--- config.mk ---
export PLATFORM = sky130hd
export DESIGN_NAME = bsk_cmd_scan_flat
export DESIGN_NICKNAME = d
export VERILOG_FILES = /design/src/rtl/bsk_cmd_scan_if.sv /design/src/rtl/bsk_cmd_scan.sv /design/src/flat_wrapper.sv
export SDC_FILE = /design/constraint.sdc
export NUM_CORES = 1
export LEC_CHECK = 0
export CAP_MARGIN = 40
export CORE_ASPECT_RATIO = 1.75
export CORE_MARGIN = 2
export CORE_UTILIZATION = 63
export CTS_BUF_LIST = sky130_fd_sc_hd__clkbuf_4 sky130_fd_sc_hd__clkbuf_8
export DETAILED_ROUTE_END_ITERATION = 6
export PLACE_DENSITY = 0.8
export SETUP_SLACK_MARGIN = 0.4
export SLEW_MARGIN = 20
export SYNTH_ARGS = -nofsm -noshare
export SYNTH_HDL_FRONTEND = slang
export SYNTH_SLANG_ARGS = --single-unit
--- constraint.sdc ---
create_clock -name clk -period 1.9 [get_ports clk]
set_input_delay 0.19 -clock clk [delete_from_list [all_inputs] [get_ports clk]]
set_output_delay 0.19 -clock clk [all_outputs]
set_load 0.01 [all_outputs]
--- src/rtl/bsk_cmd_scan_if.sv ---
// Shared command-bus bundle between the two-bank input scanner and the board/consumer side.
// Carries the buffer bus, both buffer enables, the filtered command word and the frame/change strobes.
interface bsk_cmd_scan_if;
    logic [15:0] bus;
    logic        oe0_n;
    logic        oe1_n;
    logic [31:0] com;
    logic        scan_done;
    logic        change;

    modport master (
        input  bus,
        output oe0_n, oe1_n, com, scan_done, change
    );

    modport slave (
        output bus,
        input  oe0_n, oe1_n, com, scan_done, change
    );
endinterface

--- src/rtl/bsk_cmd_scan.sv ---
// Scans two banks of 16 active-low command inputs over one shared bus and debounces them per bit.
// Latency: a steady input appears on com DEB frames after its first sample, at its bank's GAP exit.
// Backpressure: none; the scan free-runs with a frame period of 2*SETTLE+4 cycles.
module bsk_cmd_scan #(
    parameter int unsigned SETTLE = 2,
    parameter int unsigned DEB    = 3
) (
    input  logic           clk,
    input  logic           rst_n,
    bsk_cmd_scan_if.master sb
);

    typedef enum logic [1:0] {EN0, GAP0, EN1, GAP1} state_t;

    state_t           state_q;
    state_t           state_d;
    logic [3:0]       cyc_q;
    logic [15:0]      raw0_q;
    logic [15:0]      raw1_q;
    logic [31:0]      com_q;
    logic [31:0]      com_d;
    logic [31:0][3:0] cnt_q;
    logic [31:0][3:0] cnt_d;
    logic             scan_done_q;
    logic             change_q;
    logic             sample_end;
    logic [31:0]      raw_all;
    logic [31:0]      bank_en;

    assign sample_end = (cyc_q == 4'(SETTLE));

    always_ff @(posedge clk or negedge rst_n) begin
        if (!rst_n) begin
            state_q <= GAP1;
        end else begin
            state_q <= state_d;
        end
    end

    always_comb begin
        state_d = state_q;
        case (state_q)
            EN0:     if (sample_end) state_d = GAP0;
            GAP0:    state_d = EN1;
            EN1:     if (sample_end) state_d = GAP1;
            GAP1:    state_d = EN0;
            default: state_d = GAP1;
        endcase
    end

    // Enables decode straight from the state register, so they drop to 1 the moment reset asserts.
    always_comb begin
        sb.oe0_n = 1'b1;
        sb.oe1_n = 1'b1;
        case (state_q)
            EN0:     sb.oe0_n = 1'b0;
            EN1:     sb.oe1_n = 1'b0;
            default: ;
        endcase
    end

    // Each GAP cycle is the filter edge for the bank that was just sampled.
    assign raw_all = {raw1_q, raw0_q};
    assign bank_en = {{16{state_q == GAP1}}, {16{state_q == GAP0}}};

    always_comb begin
        com_d = com_q;
        cnt_d = cnt_q;
        for (int i = 0; i < 32; i++) begin
            if (bank_en[i]) begin
                if (raw_all[i] == com_q[i]) begin
                    cnt_d[i] = 4'd0;
                end else if (cnt_q[i] == 4'(DEB - 1)) begin
                    com_d[i] = raw_all[i];
                    cnt_d[i] = 4'd0;
                end else begin
                    cnt_d[i] = cnt_q[i] + 4'd1;
                end
            end
        end
    end

    always_ff @(posedge clk or negedge rst_n) begin
        if (!rst_n) begin
            cyc_q       <= 4'd0;
            raw0_q      <= 16'd0;
            raw1_q      <= 16'd0;
            com_q       <= 32'd0;
            cnt_q       <= '0;
            scan_done_q <= 1'b0;
            change_q    <= 1'b0;
        end else begin
            if ((state_q == EN0 || state_q == EN1) && !sample_end) begin
                cyc_q <= cyc_q + 4'd1;
            end else begin
                cyc_q <= 4'd0;
            end
            if (state_q == EN0 && sample_end) raw0_q <= ~sb.bus;
            if (state_q == EN1 && sample_end) raw1_q <= ~sb.bus;
            com_q       <= com_d;
            cnt_q       <= cnt_d;
            change_q    <= (com_d != com_q);
            scan_done_q <= (state_q == GAP1);
        end
    end

    assign sb.com       = com_q;
    assign sb.scan_done = scan_done_q;
    assign sb.change    = change_q;

endmodule
--- src/flat_wrapper.sv ---
// flat-port wrapper written by rule: the top's interface ports become plain ports
module bsk_cmd_scan_flat 
#(
    parameter int unsigned SETTLE = 2,
    parameter int unsigned DEB    = 3
)
  (clk, rst_n, sb_bus, sb_oe0_n, sb_oe1_n, sb_com, sb_scan_done, sb_change);
  bsk_cmd_scan_if sb_i ();
  input  logic clk;
  input  logic rst_n;
  input wire logic [$bits(sb_i.bus)-1:0] sb_bus;
  output wire logic [$bits(sb_i.oe0_n)-1:0] sb_oe0_n;
  output wire logic [$bits(sb_i.oe1_n)-1:0] sb_oe1_n;
  output wire logic [$bits(sb_i.com)-1:0] sb_com;
  output wire logic [$bits(sb_i.scan_done)-1:0] sb_scan_done;
  output wire logic [$bits(sb_i.change)-1:0] sb_change;
  assign sb_i.bus = sb_bus;
  assign sb_oe0_n = sb_i.oe0_n;
  assign sb_oe1_n = sb_i.oe1_n;
  assign sb_com = sb_i.com;
  assign sb_scan_done = sb_i.scan_done;
  assign sb_change = sb_i.change;
  bsk_cmd_scan #(.SETTLE(SETTLE), .DEB(DEB)) u_core (.clk(clk), .rst_n(rst_n), .sb(sb_i));
endmodule
# After elaboration in Yosys (flattened, before gate mapping)
# Cells that the tools add are included.
# Widths: inputs -> output; s select.
# word_totals
register_bits,200
out_inout_bits,36
word_cells,317
# classes
n_addsub,33
n_eq_ne,71
n_mux,166
bitwise,1
reduce_logical,7
# op_table
op,n
$mux 4,65
$add 4x1->4 const B,33
$eq 4x2->1 const B,33
$mux 1,98
$eq 1x1->1,32
$ne 32x32->1,1
$not 16->16,1
$pmux 2 s4,1
$eq 2x2->1 const B,2
$mux 2,2
$ne 2x1->1 const B,2
$logic_and 1x1->1,3
$eq 2x1->1 const B,1
$logic_not 2->1,1
$reduce_and 2->1,1
$logic_not 1->1,1
$logic_or 1x1->1,1

# Logic depth before layout (Yosys ltp)
# logic_depth
depth_word,5
mapped_depth,9

# Worst setup path after synthesis
# OpenSTA, ideal clock, no wires.
# synth_timing
path_kind,flip-flop to flip-flop
from,register u_core.state_q[0]
to,register u_core.com_q[21] (netlist: u_core.sb.com[21])
arrival_time_ns,1.606
required_ns,1.775
slack_ns,0.170
path_stages_with_launch,6
path_buffers,1
path_cell_list,dfstp_2 ha_1 inv_2 buf_6 nor4b_1 mux2_2
# synth_between
elab_chain_cells,2
# synth_rtl
item,line_no,text
start: declaration,bsk_cmd_scan.sv:15,state_t state_q;
start signal: assignment,bsk_cmd_scan.sv:36,state_q <= state_d;
$eq 2x2->1,bsk_cmd_scan.sv:64,"assign bank_en = {{16{state_q == GAP1}}, {16{state_q == GAP0}}};"
named net u_core.bank_en[16],bsk_cmd_scan.sv:28,logic [31:0] bank_en;
$mux 1,bsk_cmd_scan.sv:70,if (bank_en[i]) begin
named net u_core.com_d[21],bsk_cmd_scan.sv:21,logic [31:0] com_d;
end signal: assignment,bsk_cmd_scan.sv:100,com_q <= com_d;
end: declaration,bsk_cmd_scan.sv:20,logic [31:0] com_q;
# The timed path passes the listed nets, and every way through them passes these cells.
# A chain may end at the register's enable or synchronous reset.

# Final worst setup path
# layout_timing
from,register u_core.state_q[0]
to,register u_core.cnt_q[31] (netlist bit)
# layout_between
elab_chain_cells,1
# layout_rtl
item,line_no,text
$eq 2x1->1,bsk_cmd_scan.sv:64,
end signal: assignment,bsk_cmd_scan.sv:101,cnt_q <= cnt_d;
end: declaration,bsk_cmd_scan.sv:22,logic [31:0][3:0] cnt_q;
# Every way passes these cells.

==> run summary <==
The most critical setup path has its startpoint at u_core.state_q[0]. The iteration-0 DRC count of the detailed router came out at 473. The via count of the first global-routing pass is 8147.

The first-pass GRT wire length came out at 39.56 mm. The synthesis warning total came out at 0. The number of top-level design ports came out at 54. The hold violation count in the final report came out at 0. The path class of the tightest hold or removal check is in -> async.

TritonCTS built the clock tree. The layout cell share with drive strength beyond 1 came out at 30.42%. The fraction of met3 tracks used by global routing came out at 4.920%. Setup repair after global routing could not meet its margin everywhere. The root buffer cell chosen for the clock tree is clkbuf_8.

The routed design has 28.58 mm of wire. The overall die area came out at 17780 um^2. The library cell used most frequently in the layout, excluding fill and tap cells, is dfrtp_1. The overall via count from detail_route came out at 8419.

The global routing met1 resource utilization came out at 33.11%. The worst register-to-register path begins at u_core.state_q[0]. In this run the power density over the cells is 784.8 nW/um^2. The total design power is 10.71 mW. The maximum number of pins on one net before global-route repair is 56. The fraction of registers with async set/reset is 100.0%. Traced cell by cell, the critical path runs through buf_4, ha_4, buf_12, inv_12, buf_12, or3_4, o2bb2ai_1. At the end of the flow, the number of nets in the layout was 1206. The number of unique standard cell types used by synthesis is 39.

The synthesized cell area came out at 10520 um^2. Counting every instance in the synthesized netlist gives 991. The number of antenna violations at the first check in global routing came to 0. Among all flip-flop cells after synthesis, the most frequent one is dfrtp_1. The routed wire length per instance came out at 21.09 um.

After floorplanning, the core was divided into 62 placement rows. The maximum vdd drop is 0.6937 mV. The number of buffers inserted during clock tree synthesis is 17.

The number of iterations in the first detailed-routing pass came out at 5. The relative slew slack came out at 67.08%. The level count of the clock H-tree is 4. Of all cell types, the one taking the most synthesized area is dfrtp_1.

The routed via count divided by cell count is 6.213. Setup violations remaining at the end of the flow were counted as 2. The worst setup path is of the reg -> reg kind. The number of buffer cells added on primary ports is 53.

The maximum number of buffers from clock root to sink is 2. In this run the mean area of a mapped cell was 10.61 um^2. The tool flagged a number of max-cap violations equal to 0. The synthesized design contains 200 register bits. The arrival time at the worst endpoint is 2.36 ns.

The number of DRC violations after detailed routing came out at 0. The flow ran to the end, but the final reports show violations. The actual transition at the worst max-transition pin came out at 0.4903 ns.

The top cell type's share of synthesized area is 47.11%. The leakage dissipation came out at 6.135 nW. In this run the remaining antenna-violating nets after routing total 0. Detailed placement ended at an HPWL of 15.76 mm. The core region is 16370 um^2.

The shortest period the worst path allows is 1.948 ns. The number of filler cells placed in the layout came out at 856. The most utilized layer in the global route result is met2. Broken down by cell family, the worst path's largest delay share belongs to flip-flops. On the final layout, the worst clock skew is 0.01561 ns. The minimum setup slack in the final design is -0.04846 ns. The sequential share of the synthesized area came out at 47.61%. Clock-pin slew was measured on the worst setup and hold paths at 0.11 ns. For this run, the total global-route usage over all layers was measured as 28.36%.

The checks that failed: setup timing. The top cell types in the final layout, fill and taps aside, are 197 x dfrtp_1, 65 x ha_1, 62 x nand2_1, 58 x nor2_1, 52 x o21ai_0. The height of the chip came out at 174.9 um.

The final critical-path share of the clock period is 102.6%. The global routing usage on met2 came out at 49.92%. The element type at the critical path end is a flop. The worst setup path is launched from a flop. In the post-synthesis netlist, the biggest area contributors are dfrtp_1 47%, ha_1 8.3%, mux2_2 5.7%.

The insertion delay of the later-clocked pin in the worst-skew pair came out at 0.50 ns. The highest clock rate is 513.2 MHz. The slowest cell on the critical path is dfstp_2. The highest net fanout along the worst path is 24.

The aggregate negative setup slack came out at -0.09118 ns. The number of antenna diodes in the final layout is 0. The area growth from synthesis to layout is 29.72%. The clock sink count came out at 200. In this design, the critical path's most frequently occurring cell is buf_12. For this run the aggregate overflow at the end of global routing stands at 0.

The maximum cell stage delay along the critical path came out at 0.55 ns. The critical path data required time is 2.31 ns. The number of buffers and inverters on the critical path is 4. The final weighted congestion in routability-driven placement is 0.8305. The initial standard-cell utilization of the core is 64.26%.

Counting every net in the synthesized netlist gives 1079. The floorplan die width came out at 101.7 um. The number of synthesized flops with an enable pin came out at 0. The number of max-slew violations in the final report is 0.
-- cell type report --
class | count | area (um^2) | area share, %
flip-flops and latches | 200 | 5009 | 36.71
clock inverters | 12 | 125.1 | 0.9171
repair inverters | 1 | 8.758 | 0.06420
well taps | 224 | 280.3 | 2.054
inverters | 40 | 177.7 | 1.302
multi-input cells | 720 | 6212 | 45.53
clock buffers | 20 | 269.0 | 1.972
repair buffers | 138 | 1562 | 11.45
-- stage by stage --
stage                     hold WS (ns)  cells  setup slack, ns  utilization [%]  instance area, um^2
final                           0.2247   1355         -0.04846            83.35                13640
after floorplan                -0.1056    991           0.2977                -                10730
after global placement          0.1971   1276          0.03880            71.55                11710
after CTS                       0.2416   1331          0.09991            77.87                12750
after detailed placement        0.1958   1276          0.01684            71.55                11710
after global routing            0.2573   1355          -0.1009            83.35                13640
-- Yosys cell counts (2+ instances only) --
cell       instances
nor4b_1            3
nand2b_1          39
dfstp_2            2
or3b_1             2
nor2_1            65
or3_1             16
ha_1              70
o2bb2ai_1         39
nand3b_1           7
nor3b_1           40
o21ai_0           85
buf_2             11
and3_1            16
o41ai_1            2
clkbuf_1          18
mux2_2            53
nand4bb_1         15
xnor2_1           37
nor4_1             3
o22ai_1           15
a21o_1             3
nand3_1           12
inv_2              2
o31ai_1           40
nand2_1           85
or3b_2            14
or3_4              4
inv_1             38
or2_2             18
nand4_1            6
xor2_1            12
dfrtp_1          198
nor3_1             3
a21oi_1            6
mux2i_1            8
-- flip-flops by register name (all words and copies together), names as in the netlist --
register and flops:
u_core.cnt_q 128, u_core.raw0_q 16, u_core.sb.com 32, u_core.sb.scan_done 1, u_core.state_q 2, u_core.cyc_q 4
u_core.sb.change 1, u_core.raw1_q 16
-- cell families (layout without fill, tap and decap cells) --
kind of cell	after synthesis	after routing	synth area share, %
muxes	61	61	6.436
and+or+nand+nor	350	350	19.07
adders and majority gates	70	70	8.327
DFF	200	200	47.61
AOI/OAI and AO/OA	190	190	11.71
xor gates and xnor gates	49	49	4.080
buffers and inverters	71	211	2.772
-- report_power, final --
group | total (mW) | internal (mW) | switching, mW
clock | 2.81 | 1.25 | 1.57
combinational | 2.60 | 1.26 | 1.34
sequential | 5.30 | 4.73 | 0.566
-- routing by layer --
layer	share of wire (%)	vias up
met4	5.9	0
li1	-	3762
met1	36	4265
met5	0	-
met3	4.0	120
met2	54	272
-- worst paths after layout --
path                            cells past startpoint  slack (ns)                end
worst max register to register                      7       -0.05   u_core.cnt_q[31]
worst min-delay path                                2        0.22  u_core.cnt_q[110]
min in group clk                                    2        0.28   u_core.raw0_q[2]
worst max-delay path                                7       -0.05   u_core.cnt_q[31]
worst min register to register                      1        0.52   u_core.cnt_q[67]
max in group asynchronous                           3        1.00   u_core.raw1_q[5]
-- timing repair --
item / CTS / global route
setup buffers: 19 / 17
endpoints found under the setup margin: 191 / 212
cloned: 3 / 7
hold buffers: 1 / 0
pin swaps: 16 / 23
hold endpoints to repair: 49 / 0
gates resized for setup: 111 / 133
Note: power is estimated with default switching activity, not from simulation.
